### src/rtl/tree_psum_acc_pkg.sv
// Shared types and helpers for the adder-tree partial-sum accumulator.
// TREE_PSUM_ACC_SAT_EN enables the saturating accumulate helper.
package tree_psum_acc_pkg;

    typedef enum logic [1:0] {
        IDLE,
        ACC,
        FLUSH_WAIT
    } state_t;

    localparam int unsigned PSUM_BW_DFLT = 32;

    typedef struct packed {
        logic [PSUM_BW_DFLT-1:0] data;
        logic                    partial;
    } psum_entry_t;

`ifdef TREE_PSUM_ACC_SAT_EN
    // Operands are zero-extended into 64 bits, so this covers any bw up to 63.
    function automatic logic [63:0] sat_add(input logic [63:0] a, input logic [63:0] b,
                                            input int unsigned bw);
        logic [63:0] lim;
        logic [63:0] s;
        lim = (64'd1 << bw) - 64'd1;
        s   = a + b;
        return (s > lim) ? lim : s;
    endfunction
`endif

endpackage

### src/rtl/tree_psum_acc_fifo.sv
// Small synchronous FIFO with full/empty/occupancy, generic over the entry type.
module tree_psum_fifo
    import tree_psum_acc_pkg::*;
#(
    parameter int unsigned DEPTH = 4,
    parameter type T = psum_entry_t,
    localparam int unsigned CW = $clog2(DEPTH + 1)
) (
    input  logic          clk,
    input  logic          rst,
    input  logic          wr_en,
    input  T              wr_data,
    input  logic          rd_en,
    output T              rd_data,
    output logic          full,
    output logic          empty,
    output logic [CW-1:0] count
);
    localparam int unsigned PW = (DEPTH > 1) ? $clog2(DEPTH) : 1;

    T              mem [DEPTH];
    logic [PW-1:0] wr_ptr;
    logic [PW-1:0] rd_ptr;

    function automatic logic [PW-1:0] next_ptr(input logic [PW-1:0] p);
        return (p == PW'(DEPTH - 1)) ? '0 : p + PW'(1);
    endfunction

    assign full    = (count == CW'(DEPTH));
    assign empty   = (count == '0);
    assign rd_data = mem[rd_ptr];

    always_ff @(posedge clk) begin
        if (wr_en) mem[wr_ptr] <= wr_data;
    end

    always_ff @(posedge clk) begin
        if (rst) begin
            wr_ptr <= '0;
            rd_ptr <= '0;
            count  <= '0;
        end else begin
            if (wr_en) wr_ptr <= next_ptr(wr_ptr);
            if (rd_en) rd_ptr <= next_ptr(rd_ptr);
            count <= count + CW'(wr_en) - CW'(rd_en);
        end
    end

endmodule

### src/rtl/tree_psum_acc.sv
// Aligns adder-tree results, accumulates acc_len of them per word, queues words out.
// Define TREE_PSUM_ACC_SAT_EN for a saturating accumulate (ACC_BW <= 63); default wraps.
module tree_psum_acc
    import tree_psum_acc_pkg::*;
#(
    parameter int unsigned ACC_BW   = 32,
    parameter int unsigned TREE_LAT = 2,
    parameter int unsigned CNT_BW   = 8,
    parameter int unsigned DEPTH    = 4
) (
    input  logic              clk,
    input  logic              rst,
    input  logic              in_valid,
    output logic              in_ready,
    input  logic [ACC_BW-1:0] tree_sum,
    input  logic [CNT_BW-1:0] acc_len,
    input  logic              flush,
    output logic              out_valid,
    input  logic              out_ready,
    output logic [ACC_BW-1:0] out_data,
    output logic              out_partial,
    output logic              busy
);
    localparam int unsigned CW = $clog2(DEPTH + 1);

    typedef struct packed {
        logic [ACC_BW-1:0] data;
        logic              partial;
    } entry_t;

    state_t            state;
    logic [ACC_BW-1:0] acc;
    logic [ACC_BW-1:0] acc_sum;
    logic [ACC_BW-1:0] acc_next;
    logic [CNT_BW-1:0] cnt;
    logic [CNT_BW-1:0] cnt_next;
    logic [CNT_BW-1:0] len_q;
    logic [CNT_BW-1:0] len_eff;
    logic [CNT_BW-1:0] len_use;
    logic [TREE_LAT-1:0] vpipe;
    logic              accept;
    logic              v_al;
    logic              complete;
    logic              flush_req;
    logic              flush_exec;
    logic              push;
    logic              pop;
    logic              fifo_full;
    logic              fifo_empty;
    logic [CW-1:0]     fifo_cnt;
    logic [CW-1:0]     fifo_cnt_next;
    entry_t            wr_entry;
    entry_t            head;

    assign accept = in_valid & in_ready;
    assign v_al   = vpipe[TREE_LAT-1];
    assign pop    = out_valid & out_ready;

`ifdef TREE_PSUM_ACC_SAT_EN
    assign acc_sum = ACC_BW'(sat_add(64'(acc), 64'(tree_sum), ACC_BW));
`else
    assign acc_sum = acc + tree_sum;
`endif

    always_comb begin
        len_eff    = (acc_len == '0) ? CNT_BW'(1) : acc_len;
        // The first beat of a group compares against the live length, later ones against len_q.
        len_use    = (cnt == '0) ? len_eff : len_q;
        acc_next   = v_al ? acc_sum : acc;
        cnt_next   = cnt + CNT_BW'(v_al);
        complete   = v_al && (cnt_next == len_use);
        flush_req  = flush || (state == FLUSH_WAIT);
        flush_exec = flush_req && !fifo_full;
        push       = complete || (flush_exec && (v_al || (cnt != '0)));
        wr_entry.data    = acc_next;
        wr_entry.partial = !complete;
        fifo_cnt_next    = fifo_cnt + CW'(push) - CW'(pop);
    end

    always_ff @(posedge clk) begin
        if (rst) begin
            state    <= IDLE;
            acc      <= '0;
            cnt      <= '0;
            len_q    <= '0;
            vpipe    <= '0;
            in_ready <= 1'b1;
        end else begin
            vpipe <= TREE_LAT'({vpipe, accept});
            if (v_al && (cnt == '0)) len_q <= len_eff;

            if (push || flush_exec) begin
                acc <= '0;
                cnt <= '0;
            end else if (v_al) begin
                acc <= acc_sum;
                cnt <= cnt_next;
            end

            // FLUSH_WAIT doubles as the pending-flush flag.
            if (flush_req && fifo_full)  state <= FLUSH_WAIT;
            else if (push || flush_exec) state <= IDLE;
            else if (v_al)               state <= ACC;

            in_ready <= (DEPTH - 32'(fifo_cnt_next)) > TREE_LAT;
        end
    end

    tree_psum_fifo #(
        .DEPTH (DEPTH),
        .T     (entry_t)
    ) u_fifo (
        .clk     (clk),
        .rst     (rst),
        .wr_en   (push),
        .wr_data (wr_entry),
        .rd_en   (pop),
        .rd_data (head),
        .full    (fifo_full),
        .empty   (fifo_empty),
        .count   (fifo_cnt)
    );

    assign out_valid   = !fifo_empty;
    assign out_data    = out_valid ? head.data : '0;
    assign out_partial = out_valid & head.partial;
    assign busy        = (|vpipe) || (cnt != '0) || !fifo_empty || (state != IDLE);

endmodule

### config.mk
export PLATFORM = sky130hd
export DESIGN_NAME = tree_psum_acc
export DESIGN_NICKNAME = d
export VERILOG_FILES = /design/src/rtl/tree_psum_acc_pkg.sv /design/src/rtl/tree_psum_acc_fifo.sv /design/src/rtl/tree_psum_acc.sv
export SDC_FILE = /design/constraint.sdc
export NUM_CORES = 1
export LEC_CHECK = 0
export CELL_PAD_IN_SITES_DETAIL_PLACEMENT = 2
export CELL_PAD_IN_SITES_GLOBAL_PLACEMENT = 2
export CORE_UTILIZATION = 41
export DETAILED_ROUTE_END_ITERATION = 7
export GPL_TIMING_DRIVEN = 0
export PLACE_DENSITY = 0.82
export SLEW_MARGIN = 25
export SYNTH_ARGS = -nofsm -noshare
export SYNTH_HDL_FRONTEND = slang
export SYNTH_SLANG_ARGS = --single-unit
### constraint.sdc
create_clock -name clk -period 4.6 [get_ports clk]
set_input_delay 1.38 -clock clk [delete_from_list [all_inputs] [get_ports clk]]
set_output_delay 1.38 -clock clk [all_outputs]
set_load 0.1 [all_outputs]
==> results of run 1 <==
worst max-delay path, cell delays in order (launching register included):
cell	delay (ns)
dfxtp_1	0.32
clkbuf_1	0.43
clkbuf_1	0.59
mux4_2	0.32
and2_1	0.13
dlygate4sd2_1	0.86
path summary, 6_finish.rpt:
| kind | slack (ns) | start | to | cells past startpoint |
|---|---|---|---|---|
| max | 0.11 | register | out_data[23] | 5 |
| min | 0.44 | in_ready | vpipe[0] | 2 |
| max reg2reg | 0.89 | cnt[2] | in_ready | 15 |
| min reg2reg | 0.44 | in_ready | vpipe[0] | 2 |
where the power goes:
part	leakage, nW	internal (mW)	switching [mW]	total [mW]
Combinational	2.24	0.612	1.86	2.47
Clock	0.297	0.888	0.726	1.61
Sequential	1.73	1.92	0.0470	1.97
Total	4.27	3.42	2.63	6.05
layout by cell type (no fill, tap or decap), drive strengths merged, types with 5 or more instances in the layout:
master / instances
mux2: 27
edfxtp: 132
a31oi: 6
inv: 20
xor2: 23
o21ai: 14
nand3: 13
a21oi: 37
buf: 16
a21o: 12
nor4: 5
nor2b: 35
nand2b: 5
nor3: 7
mux4: 33
mux2i: 18
ha: 43
and3: 5
nand2: 37
clkbuf: 49
o211ai: 7
clkdlybuf4s50: 48
and2: 38
nand4: 6
xnor2: 31
dfxtp: 62
nor2: 47
dlygate4sd2: 14
metrics by stage:
step / hold WS [ns] / worst slack [ns] / power (mW) / utilization, % / setup TNS [ns]
floorplan: 0.439 / 0.665 / 3.92 / - / 0
CTS: 0.444 / 0.00679 / 6.11 / 50.2 / 0
global placement: 0.420 / -0.561 / 4.48 / 47.1 / -79.71
global route: 0.451 / -0.000390 / 6.26 / 50.2 / -0.000750
finish: 0.440 / 0.112 / 6.05 / 50.2 / 0
detailed placement: 0.430 / -0.659 / 4.58 / 47.5 / -13.20
cells by family (layout without fill, tap and decap cells):
kind of cell,after synthesis,in the layout
flip-flops,194,194
buffers and inverters,44,161
adder cells (fa/ha/maj),45,45
multiplexers,78,78
AND/OR/NAND/NOR,214,214
XOR/XNOR,54,54
AO/OA/AOI/OAI,101,101
synth_stat cells (2+ instances only):
cell       number
a21o_1         12
a21oi_1        35
a311oi_1        2
a31oi_1         5
and2_1         38
and3_1          5
and4_1          2
buf_1           5
buf_2           5
clkbuf_1       17
dfxtp_1        62
edfxtp_1      132
fa_1            2
ha_1           43
inv_1          16
mux2_2         27
mux2i_1        18
mux4_2         33
nand2_1        36
nand2b_1        5
nand3_1        13
nand4_1         6
nor2_1         47
nor2b_1        35
nor3_1          7
nor4_1          2
nor4_4          2
o2111ai_1       2
o211ai_1        7
o21a_1          2
o21ai_0        14
o21bai_1        3
o31ai_1         3
or2_2           4
or3_1           2
xnor2_1        30
xor2_1         23
registers in the layout (all words and copies together), names as in the netlist, named ones only:
signal,count
u_fifo.mem,132
acc,32
cnt,8
len_q,8
u_fifo.count,3
state,2
u_fifo.rd_ptr,2
u_fifo.wr_ptr,2
vpipe,2
in_ready,1
timing repair:
| action | 4_1_cts | 5_1_grt |
|---|---|---|
| pin swaps | 1 | 2 |
| buffers inserted | 0 | 2 |
| gates resized for setup | 46 | 39 |
| endpoints found under the setup margin | 50 | 47 |
| endpoints found under the hold margin | 0 | 0 |
layout make-up:
class | count | area (um^2)
buffer | 27 | 125
clock buffer | 20 | 447
clock inverter | 12 | 174
fill | 2178 | 11300
inverter | 16 | 60.1
multi-input combinational | 492 | 4190
sequential | 194 | 5200
tap | 285 | 357
timing repair buffer | 86 | 840
per-layer routing:
layer	up-vias	share of wire [%]	routed length, um
li1	2917	-	-
met1	3327	41	11800
met2	178	53	15000
met3	56	3.4	978
met4	0	2.7	777
met5	-	0	0
==> metrics.txt, run 1 <==
area share of the largest cell type after synthesis=41.6%; Worst Max-Slew Pin Slew=0.993 ns; largest family of logic cells by synthesized area=multiplexers; Post-Synth XOR/XNOR Area=5.04%; Hold WC Path Type=reg -> reg; EDFF count, synth=132; met3 global-route usage=4.17%; TritonRoute pass-1 iters=5; crit path max fanout=10; GR Overflow Total=0; post-synthesis cell count=730; CTS Hold Buffers Added=0; detailed router's first-iteration violation count=341; Startpoint Class=register; post-synthesis compound-gate area fraction=7.28%; Seq/Total Area, Yosys=54.6%; period utilization=97.6%; vias per inst=5.72; Reg clk slew, reported paths=0.08 ns; Max-Cap Viols=0; Worst-Skew Late Latency=0.44 ns; leakage=4.27 nW; post-route ant nets=0; antenna diode instance count=0; row count=55; P per Cell Area=531 nW/um^2; Crit. End Element=output port; register bit total from synthesis=194; Via Count=6478; busiest grt layer=met2; RSZ-0062 raised after global routing=true; met2 Use GR=45.1%; Initial Utilization=42.0%; first-pass GRT wire length=44500 um; Port Buf Inserts=80; final period demand of the worst path=4.49 ns; simple-gate portion of the synthesized area=12.3%; number of global-route vias before repair=7538; CTS buffer count=17; CTS HTree Levels=4; mux contribution to synthesized area=12.9%; Synth area leader=edfxtp_1; nets=924; dpl cells=1099; fraction of layout cells with a size suffix above 1=17.7%; CTS tree=yes; largest cells by area after synthesis=edfxtp_1, dfxtp_1, mux4_2; total die area=23900 um^2; initial antenna violation count=0; design area=11400 um^2; Post-synth top flop=edfxtp_1; Syn Area/Cell=13.1 um^2; area grow syn2layout=19.5%; Clock Path Buffers=2; Ports=81; DRC=0; Die Y=154 um; Yosys warning count=0; Setup CP Type=reg -> out; status=completed; drt total wl=28500 um; placed cell area=10800 um^2; Setup-failing EPs final=0; Highest Clock Rate=0.223 GHz; Synth cell types=65; Slew HR=34.1%; Detail Placement HPWL=18900 um; die width=154 um; largest net degree at the start of global routing=19; Final Max Tran Viols=0; final std cells w/o fill=1132; wire per inst=25.2 um; Synth Area in Adders=6.06%; Final Hold Fails=0; fraction of registers with async set/reset=0%; Fin Clk Skew=0.0127 ns; Root Driver=clkbuf_16; Mapped Nets=820; Critical Path RT=3.22 ns; total core area=22700 um^2; CTS sink cnt=194; grt met1 use=29.8%; Mapped Area=9530 um^2; Placer Congestion=0.848; overall routing resource usage=25.0%; peak supply drop=0.310 mV; crit path DAT=3.11 ns
Power figures use the tool's default switching activity.
==> inputs of run 2 (changes only) <==
- PLACE_DENSITY: 0.82 -> not set
- PLACE_DENSITY_LB_ADDON: not set -> 0.1
- SETUP_SLACK_MARGIN: not set -> 0.4
==> metrics.txt, run 2 (synthesized netlist as in run 1, its figures left out) <==
status=completed; DRC=0 (unchanged); Ports=81 (unchanged); Setup CP Type=in -> reg; TritonRoute pass-1 iters=4 (-1); Cell Chain, Critical Path=clkdlybuf4s50_1, ha_1, nand3_1, o211ai_1, a21oi_1, a21oi_2, a31oi_4, o31a_1, o211ai_1, xor2_1, nor2b_1; Worst-Skew Late Latency=0.44 ns (about the same); period utilization=89.9% (-7.7 points); vias per inst=5.52 (-3.6%); wire per inst=22.4 um (-11%); CP peak stage delay=0.44 ns (-0.42 ns); crit path max fanout=6 (-4); area grow syn2layout=21.6%; Port Buf Inserts=80 (unchanged); P per Cell Area=514 nW/um^2 (-3.3%); drt total wl=25600 um (-10%); most common cell after layout, fill and taps aside=edfxtp_1; Max-Cap Viols=0 (unchanged); total core area=22700 um^2 (unchanged); max reg flops=132 (unchanged); Power, Total=5.96 mW (-1.6%); detailed router's first-iteration violation count=288 (-16%); row count=55 (unchanged); Via Count=6291 (-2.9%); slowest CP cell=clkdlybuf4s50_1; combinational share of power=42.6% (+1.8 points); Psw=2.62 mW (-0.31%); post-route ant nets=0 (unchanged); CTS HTree Levels=4 (unchanged); Worst Max-Slew Pin Slew=0.962 ns (-0.0311 ns); crit path DAT=4.51 ns (+1.40 ns); Slew HR=35.7% (+1.6 points); Startpoint Class=input pin; Crit. End Element=register; total die area=23900 um^2 (unchanged); die width=154 um (unchanged); biggest regs=u_fifo.mem: 132 flops, acc: 32 flops; antenna diode instance count=0 (unchanged); Initial Utilization=42.0% (unchanged); RSZ-0062 raised after global routing=true; CP dominant cell by count=o211ai_1; Setup-failing EPs final=0 (unchanged); largest net degree at the start of global routing=21 (+2); number of global-route vias before repair=6987 (-7.3%); Root Driver=clkbuf_16; Highest Clock Rate=0.242 GHz (+8.6%); Clock Power Share=24.5% (-2.2 points); CTS sink cnt=194 (unchanged); first-pass GRT wire length=39900 um (-10%); Placer Congestion=0.796 (-6.1%); CTS buffer count=17 (unchanged); initial antenna violation count=0 (unchanged); Filler cells=2177 (-0.046%); Fin Clk Skew=0.0143 ns (+0.00165 ns); CTS Hold Buffers Added=0 (unchanged); largest register by flop count=u_fifo.mem; Final Max Tran Viols=0 (unchanged); nets=932 (+0.87%); leakage=4.31 nW (+0.90%); GR Overflow Total=0 (unchanged); most frequent cells in the layout=edfxtp_1, dfxtp_1, nor2_1; overall routing resource usage=22.3% (-2.7 points); switch share=44.0% (+0.55 points); final period demand of the worst path=4.13 ns (-0.353 ns); peak supply drop=0.369 mV (+19%); fraction of layout cells with a size suffix above 1=22.3% (+4.6 points); Final Hold Fails=0 (unchanged); Clock Path Buffers=2 (unchanged); Hold WC Path Type=reg -> reg; Reg clk slew, reported paths=0.07 ns (about the same); Detail Placement HPWL=17500 um (-7.4%); Die Y=154 um (unchanged); sequential power share=32.9% (+0.3 points); internal power=3.34 mW (-2.5%); hold slack final=0.435 ns (-0.00492 ns); Critical Path RT=4.98 ns (+1.76 ns); CTS tree=yes
-- run 2: cell count changes in the layout (fill, tap and decap cells not counted), sizes merged --
cell,before,now
clkdlybuf4s15,4,31
clkinv,3,4
clkdlybuf4s50,48,42
clkbuf,49,38
buf,16,23
bufinv,3,0
clkdlybuf4s18,1,0
clkinvlp,2,3
dlymetal6s2s,1,3
inv,20,22
dlygate4sd2,14,3
-- run 2: worst max-delay path: cells and delay by family --
kind,cells,cell delay (ns)
buffers and inverters,1,0.44
AOI/OAI and AO/OA,6,1.51
and+or+nand+nor,2,0.42
adders and majority gates,1,0.44
xor gates and xnor gates,1,0.31
-- run 2: final timing paths --
| path | startpoint | to | slack (ns) | cells past startpoint |
|---|---|---|---|---|
| setup / recovery | tree_sum[11] | acc[31] | 0.47 | 11 |
| hold / removal | in_ready | vpipe[0] | 0.44 | 2 |
| setup reg to reg | cnt[2] | in_ready | 1.19 | 14 |
| hold reg to reg | in_ready | vpipe[0] | 0.44 | 2 |
-- run 2: final cells by class --
class / count / area (um^2) / area share [%]
multi-input cells: 492 / 4290 / 37.0
inverters: 16 / 60.1 / 0.518
well taps: 285 / 357 / 3.08
flip-flops and latches: 194 / 5200 / 44.9
plain buffers: 28 / 135 / 1.17
repair buffers: 93 / 986 / 8.50
clock inverters: 13 / 118 / 1.01
clock buffers: 19 / 443 / 3.82
-- run 2: what timing repair did --
action	in CTS	in global routing
pin swaps	5	12
buffers inserted	4	5
resized for setup	123	27
setup endpoints to repair	67	76
-- run 2: power groups by stage --
stage	clock network, mW	logic [mW]	registers, mW
after floorplan	0	1.92	2.00
after global placement	0	2.51	1.99
after detailed placement	0	2.56	2.00
after CTS	1.48	2.54	1.96
after global routing	1.55	2.65	1.97
final	1.46	2.54	1.96
-- run 2: through the flow --
stage / TNS [ns] / util (%) / instance area [um^2] / setup slack (ns) / instances
after CTS: 0 / 50.4 / 11400 / 0.402 / 1135
after global routing: 0 / 51.1 / 11600 / 0.315 / 1140
after floorplan: 0 / - / 9530 / 0.665 / 730
after detailed placement: -8.65 / 47.4 / 10800 / -0.348 / 1099
after global placement: -84.25 / 47.1 / 10700 / -0.598 / 1095
final: 0 / 51.1 / 11600 / 0.466 / 1140
-- run 2: per-layer routing --
metal	track usage, %	wire, um	part of all wire, %	up-vias
li1	-	-	-	2926
met1	28.1	11500	45	3238
met2	39.9	13000	51	99
met3	2.80	598	2.3	28
met4	6.84	435	1.7	0
met5	0	0	0	-
